## config.mk

```make
export PLATFORM = sky130hd
export DESIGN_NAME = dice_roller_n
export DESIGN_NICKNAME = d
export VERILOG_FILES = /design/src/rtl/dice_roller_n.sv
export SDC_FILE = /design/constraint.sdc
export NUM_CORES = 1
export LEC_CHECK = 0
export CAP_MARGIN = 20
export CORE_UTILIZATION = 46
export CTS_BUF_LIST = sky130_fd_sc_hd__clkbuf_4 sky130_fd_sc_hd__clkbuf_8 sky130_fd_sc_hd__clkbuf_16
export DETAILED_ROUTE_END_ITERATION = 7
export PLACE_DENSITY = 0.73
export SLEW_MARGIN = 20
export SYNTH_ARGS = -nofsm -noshare
export SYNTH_HDL_FRONTEND = slang
export SYNTH_SLANG_ARGS = --single-unit
```

## constraint.sdc

```tcl
create_clock -name clk -period 1.41 [get_ports clk]
set_input_delay 0.141 -clock clk [delete_from_list [all_inputs] [get_ports clk]]
set_output_delay 0.141 -clock clk [all_outputs]
set_load 0.005 [all_outputs]
```

## src/rtl/dice_roller_n.sv

```systemverilog
// Parametrised electronic dice: debounced roll button, minimum roll length,
// per-die hold, odometer-style advance, registered sum with a one-cycle strobe.
module dice_roller_n #(
  parameter int NUM_DICE        = 2,
  parameter int FACES           = 6,
  parameter int DEBOUNCE_CYCLES = 4,
  parameter int MIN_ROLL_CYCLES = 8,
  localparam int W              = $clog2(FACES + 1),
  localparam int SW             = $clog2(NUM_DICE * FACES + 1)
) (
  input  logic                  clk,
  input  logic                  rst,
  input  logic                  button,
  input  logic [NUM_DICE-1:0]   hold_mask,
  output logic [NUM_DICE*W-1:0] throw,
  output logic [SW-1:0]         sum,
  output logic                  rolling,
  output logic                  result_valid
);

  localparam int DCW = $clog2(DEBOUNCE_CYCLES + 1);
  localparam int RCW = $clog2(MIN_ROLL_CYCLES + 1);

  localparam logic [DCW-1:0]        DB_LAST   = DCW'(DEBOUNCE_CYCLES - 1);
  localparam logic [RCW-1:0]        ROLL_SAT  = RCW'(MIN_ROLL_CYCLES);
  localparam logic [RCW-1:0]        ROLL_LAST = RCW'(MIN_ROLL_CYCLES - 1);
  localparam logic [W-1:0]          FACE_MAX  = W'(FACES);
  localparam logic [W-1:0]          FACE_MIN  = W'(1);
  localparam logic [NUM_DICE*W-1:0] ALL_ONES  = {NUM_DICE{FACE_MIN}};

  typedef enum logic [1:0] {
    S_IDLE,
    S_ROLL,
    S_DONE
  } state_e;

  state_e                state_q, state_d;
  logic                  btn_db_q, btn_db_d;
  logic [DCW-1:0]        db_cnt_q, db_cnt_d;
  logic [RCW-1:0]        roll_cnt_q, roll_cnt_d;
  logic [NUM_DICE*W-1:0] throw_q, throw_d;
  logic [SW-1:0]         sum_q, sum_d;
  logic                  rolling_q, rolling_d;
  logic                  result_valid_q, result_valid_d;

  logic [NUM_DICE*W-1:0] throw_step;
  logic [SW-1:0]         throw_sum;
  logic [W-1:0]          die;
  logic                  carry;

  // Debouncer: btn_db only follows button after DEBOUNCE_CYCLES consecutive differing samples.
  always_comb begin
    btn_db_d = btn_db_q;
    db_cnt_d = '0;
    if (button != btn_db_q) begin
      if (db_cnt_q == DB_LAST) btn_db_d = button;
      else                     db_cnt_d = db_cnt_q + 1'b1;
    end
  end

  // NOTE: carry is a blocking ripple through the loop; each unheld die sees the
  // carry left by the unheld dice below it, and held dice pass it through untouched.
  always_comb begin
    throw_step = throw_q;
    carry      = 1'b1;
    die        = '0;
    for (int i = 0; i < NUM_DICE; i++) begin
      die = throw_q[i*W +: W];
      if (!hold_mask[i] && carry) begin
        throw_step[i*W +: W] = (die == FACE_MAX) ? FACE_MIN : die + 1'b1;
        carry                = (die == FACE_MAX);
      end
    end
  end

  always_comb begin
    throw_sum = '0;
    for (int i = 0; i < NUM_DICE; i++) throw_sum = throw_sum + SW'(throw_q[i*W +: W]);
  end

  always_comb begin
    state_d        = state_q;
    roll_cnt_d     = roll_cnt_q;
    throw_d        = throw_q;
    sum_d          = sum_q;
    result_valid_d = 1'b0;
    case (state_q)
      S_IDLE: begin
        if (btn_db_q) begin
          state_d    = S_ROLL;
          roll_cnt_d = '0;
        end
      end
      S_ROLL: begin
        throw_d = throw_step;
        if (roll_cnt_q != ROLL_SAT) roll_cnt_d = roll_cnt_q + 1'b1;
        if (!btn_db_q && roll_cnt_q >= ROLL_LAST) state_d = S_DONE;
      end
      S_DONE: begin
        sum_d          = throw_sum;
        result_valid_d = 1'b1;
        state_d        = S_IDLE;
      end
      default: state_d = S_IDLE;
    endcase
    rolling_d = (state_d == S_ROLL);
  end

  // NOTE: state uses non-blocking assignments so every register samples pre-edge values.
  always_ff @(posedge clk) begin
    if (!rst) begin
      state_q        <= S_IDLE;
      btn_db_q       <= 1'b0;
      db_cnt_q       <= '0;
      roll_cnt_q     <= '0;
      throw_q        <= ALL_ONES;
      sum_q          <= SW'(NUM_DICE);
      rolling_q      <= 1'b0;
      result_valid_q <= 1'b0;
    end else begin
      state_q        <= state_d;
      btn_db_q       <= btn_db_d;
      db_cnt_q       <= db_cnt_d;
      roll_cnt_q     <= roll_cnt_d;
      throw_q        <= throw_d;
      sum_q          <= sum_d;
      rolling_q      <= rolling_d;
      result_valid_q <= result_valid_d;
    end
  end

  assign throw        = throw_q;
  assign sum          = sum_q;
  assign rolling      = rolling_q;
  assign result_valid = result_valid_q;

endmodule

```

==> metrics <==
Post-Route Setup TNS=0 ns; period utilisation layout=97.4%; pwr dens=765 nW/um^2; number of antenna violations at the first check in global routing=0; Total Die Area=2430 um^2; diodes inserted=0; DPL Wire Length=1.53 mm; Clock Path Buffers=2; Worst Path Max Fanout=5; placement-stage cell area=1280 um^2; 1st-iter DRT viols=21; Syn. warnings=0; routed len/inst=13.0 um; max_slew headroom=76.7%; CTS Hold Bufs=0; first-pass GRT wire length=3.43 mm; Register Area=458 um^2; Tightest Pin Transition=0.349 ns; layout cells sized above 1=22.7%; post-route setup slack=0.0368 ns; Yosys reg bits=22; crit path capture type=flip-flop; final hold vios=0; Post-Layout Cell Count=168; Post-synth top flop=dfxtp_1; area leader, netlist=dfxtp_1; H-Tree Depth=1; Setup Skew=0.00918 ns; die height=49.3 um; Net Count, Synth=126; vias post-DR=885; WHS=0.418 ns; Critical Path Max Stage Delay=0.35 ns; RSZ-0062 raised after global routing=yes; number of port buffers=16; combinational fraction of design power=5.2%; WL final=2.18 mm; nets=155; CP Cell Sequence=buf_4, nand3b_1, a21oi_2, mux2_4; Critical Path AT=1.59 ns; Yosys cell types=38; Core ar.=2020 um^2; Post-synth EDFFs=0; Achievable Freq=0.728 GHz; 1st-pass router iterations=4; CP startpoint kind=flip-flop; Reg clk slew, reported paths=0.13 ns; fin util=67.1%; Slowest-stage cell, CP=dfxtp_2; TritonCTS clock tree=done; Slew Limit Fails=0; number of filler cells placed in the layout=167; DP Cell Count=163; CP Data Required Time=1.63 ns; Worst VDD drop=0.521 mV; clk_lat worst skew=0.31 ns; GP Congestion=0.796; Seq/Total Area, Yosys=42.9%; most numerous cell in the Yosys netlist=dfxtp_1; area occupied by multi-input gates=544 um^2; asr flop ratio synth=0%; drt drc=0; internal power=0.807 mW; Hold Path Class=input pin to flip-flop; Place WS=-0.165 ns; Vias per Instance=5.27; most frequent cells after synthesis=22 x dfxtp_1, 14 x inv_1, 10 x a21oi_1, 10 x nand2_1, 9 x nor2_1; post-synth top area share=42.9%; Rows=16; clock power share=34.6%; cell area after synthesis=1030 um^2; synthesized instance count=113; Initial Utilization=50.8%; post-route cell area=1360 um^2; leading post-synthesis cells by cell area=dfxtp_1 43%, ha_1 8.5%, inv_1 5.1%; syn_area_per_cell=9.09 um^2; Total Power=1.04 mW; clk root buf=clkbuf_4; switching portion of total power=22.3%; Switch Pwr=0.231 mW; Num CTS Buffers=3; gr ovfl total=0; vias in the first global route=781; GRT Util Overall=18.8%; Max Cap Viol=0; Layout area overhead=32.2%; min cycle time layout=1.37 ns; Detail Route Antenna Nets=0; Die W=49.3 um; setup violators final=0; I/O pins=17; # clock sinks=22; Pleak=0.542 nW; pin count of the biggest net entering global routing=13; sequential fraction of design power=60.2%; CP Class=flip-flop to flip-flop; status=finished clean
[placed cells by master (no fill, tap or decap), types with 2 or more instances in the layout]
master | netlist | layout
xnor2_1 | 2 | 2
dfxtp_4 | 0 | 2
ha_1 | 7 | 5
nand2_1 | 10 | 10
nand3b_1 | 2 | 2
dfxtp_2 | 0 | 8
clkbuf_4 | 0 | 3
o21ai_0 | 4 | 4
or3_1 | 2 | 2
mux2i_1 | 2 | 2
buf_4 | 0 | 10
nor2_1 | 9 | 9
o211ai_1 | 2 | 2
inv_1 | 14 | 14
ha_2 | 0 | 2
dfxtp_1 | 22 | 12
and3_1 | 2 | 2
clkdlybuf4s50_1 | 0 | 14
a21oi_1 | 10 | 9
dlygate4sd2_1 | 0 | 2
[state kept, by name (all words and copies together) (netlist names)]
register	cells
db_cnt_q	3
sum	4
rolling	1
state_q	2
throw	6
result_valid	1
roll_cnt_q	4
btn_db_q	1
[metal layers]
metal  up-vias  wire length (um)  track usage (%)
met3         4                55             3.74
li1        449                 -                -
met2        14              1030             29.9
met5         -                 0                0
met4         0                26             7.84
met1       418              1070             24.7
[power by group through the flow]
stage | logic [mW] | clock network, mW | registers [mW]
2_1_floorplan | 0.0250 | 0 | 0.642
3_3_place_gp | 0.0517 | 0 | 0.642
3_5_place_dp | 0.0528 | 0 | 0.642
4_1_cts | 0.0533 | 0.367 | 0.628
5_1_grt | 0.0589 | 0.397 | 0.626
6_report | 0.0543 | 0.359 | 0.625
[worst max-delay path: cells and delay by family, from the launching register on]
family	cells	cell delay (ns)
AOI/OAI and AO/OA	1	0.24
buffers and inverters	1	0.14
DFF	1	0.35
muxes	1	0.31
and+or+nand+nor	1	0.22
[final cells by class]
class                           instances  area share, %
Tap cell                               27           2.49
Clock buffer                            4           2.67
Timing Repair Buffer                   26           17.1
Multi-Input combinational cell         75           40.1
Inverter                               14           3.87
Sequential cell                        22           33.7
[timing repair]
| action | in CTS | in global routing |
|---|---|---|
| resized for setup | 9 | 11 |
| setup buffers | 0 | 1 |
| setup endpoints to repair | 6 | 6 |
| endpoints found under the hold margin | 0 | 0 |
| pin swaps | 0 | 6 |
[final timing paths]
kind                                  start          end  slack, ns  cells after the start
worst max register to register     throw[0]     throw[3]       0.04                      4
worst min register to register  db_cnt_q[0]  db_cnt_q[0]       0.43                      1
worst max-delay path               throw[0]     throw[3]       0.04                      4
worst min-delay path                    rst     throw[0]       0.42                      2
[logic make-up (layout without fill, tap and decap cells)]
| logic type | after synthesis | in the layout | synth area share (%) |
|---|---|---|---|
| compound gates | 28 | 28 | 18.0 |
| xor+xnor | 2 | 2 | 1.71 |
| fa+ha+maj | 8 | 8 | 10.5 |
| buf+inv | 16 | 44 | 5.97 |
| flops | 22 | 22 | 42.9 |
| mux | 3 | 3 | 3.05 |
| simple gates | 34 | 34 | 17.9 |
Note: power is estimated with default switching activity, not from simulation.
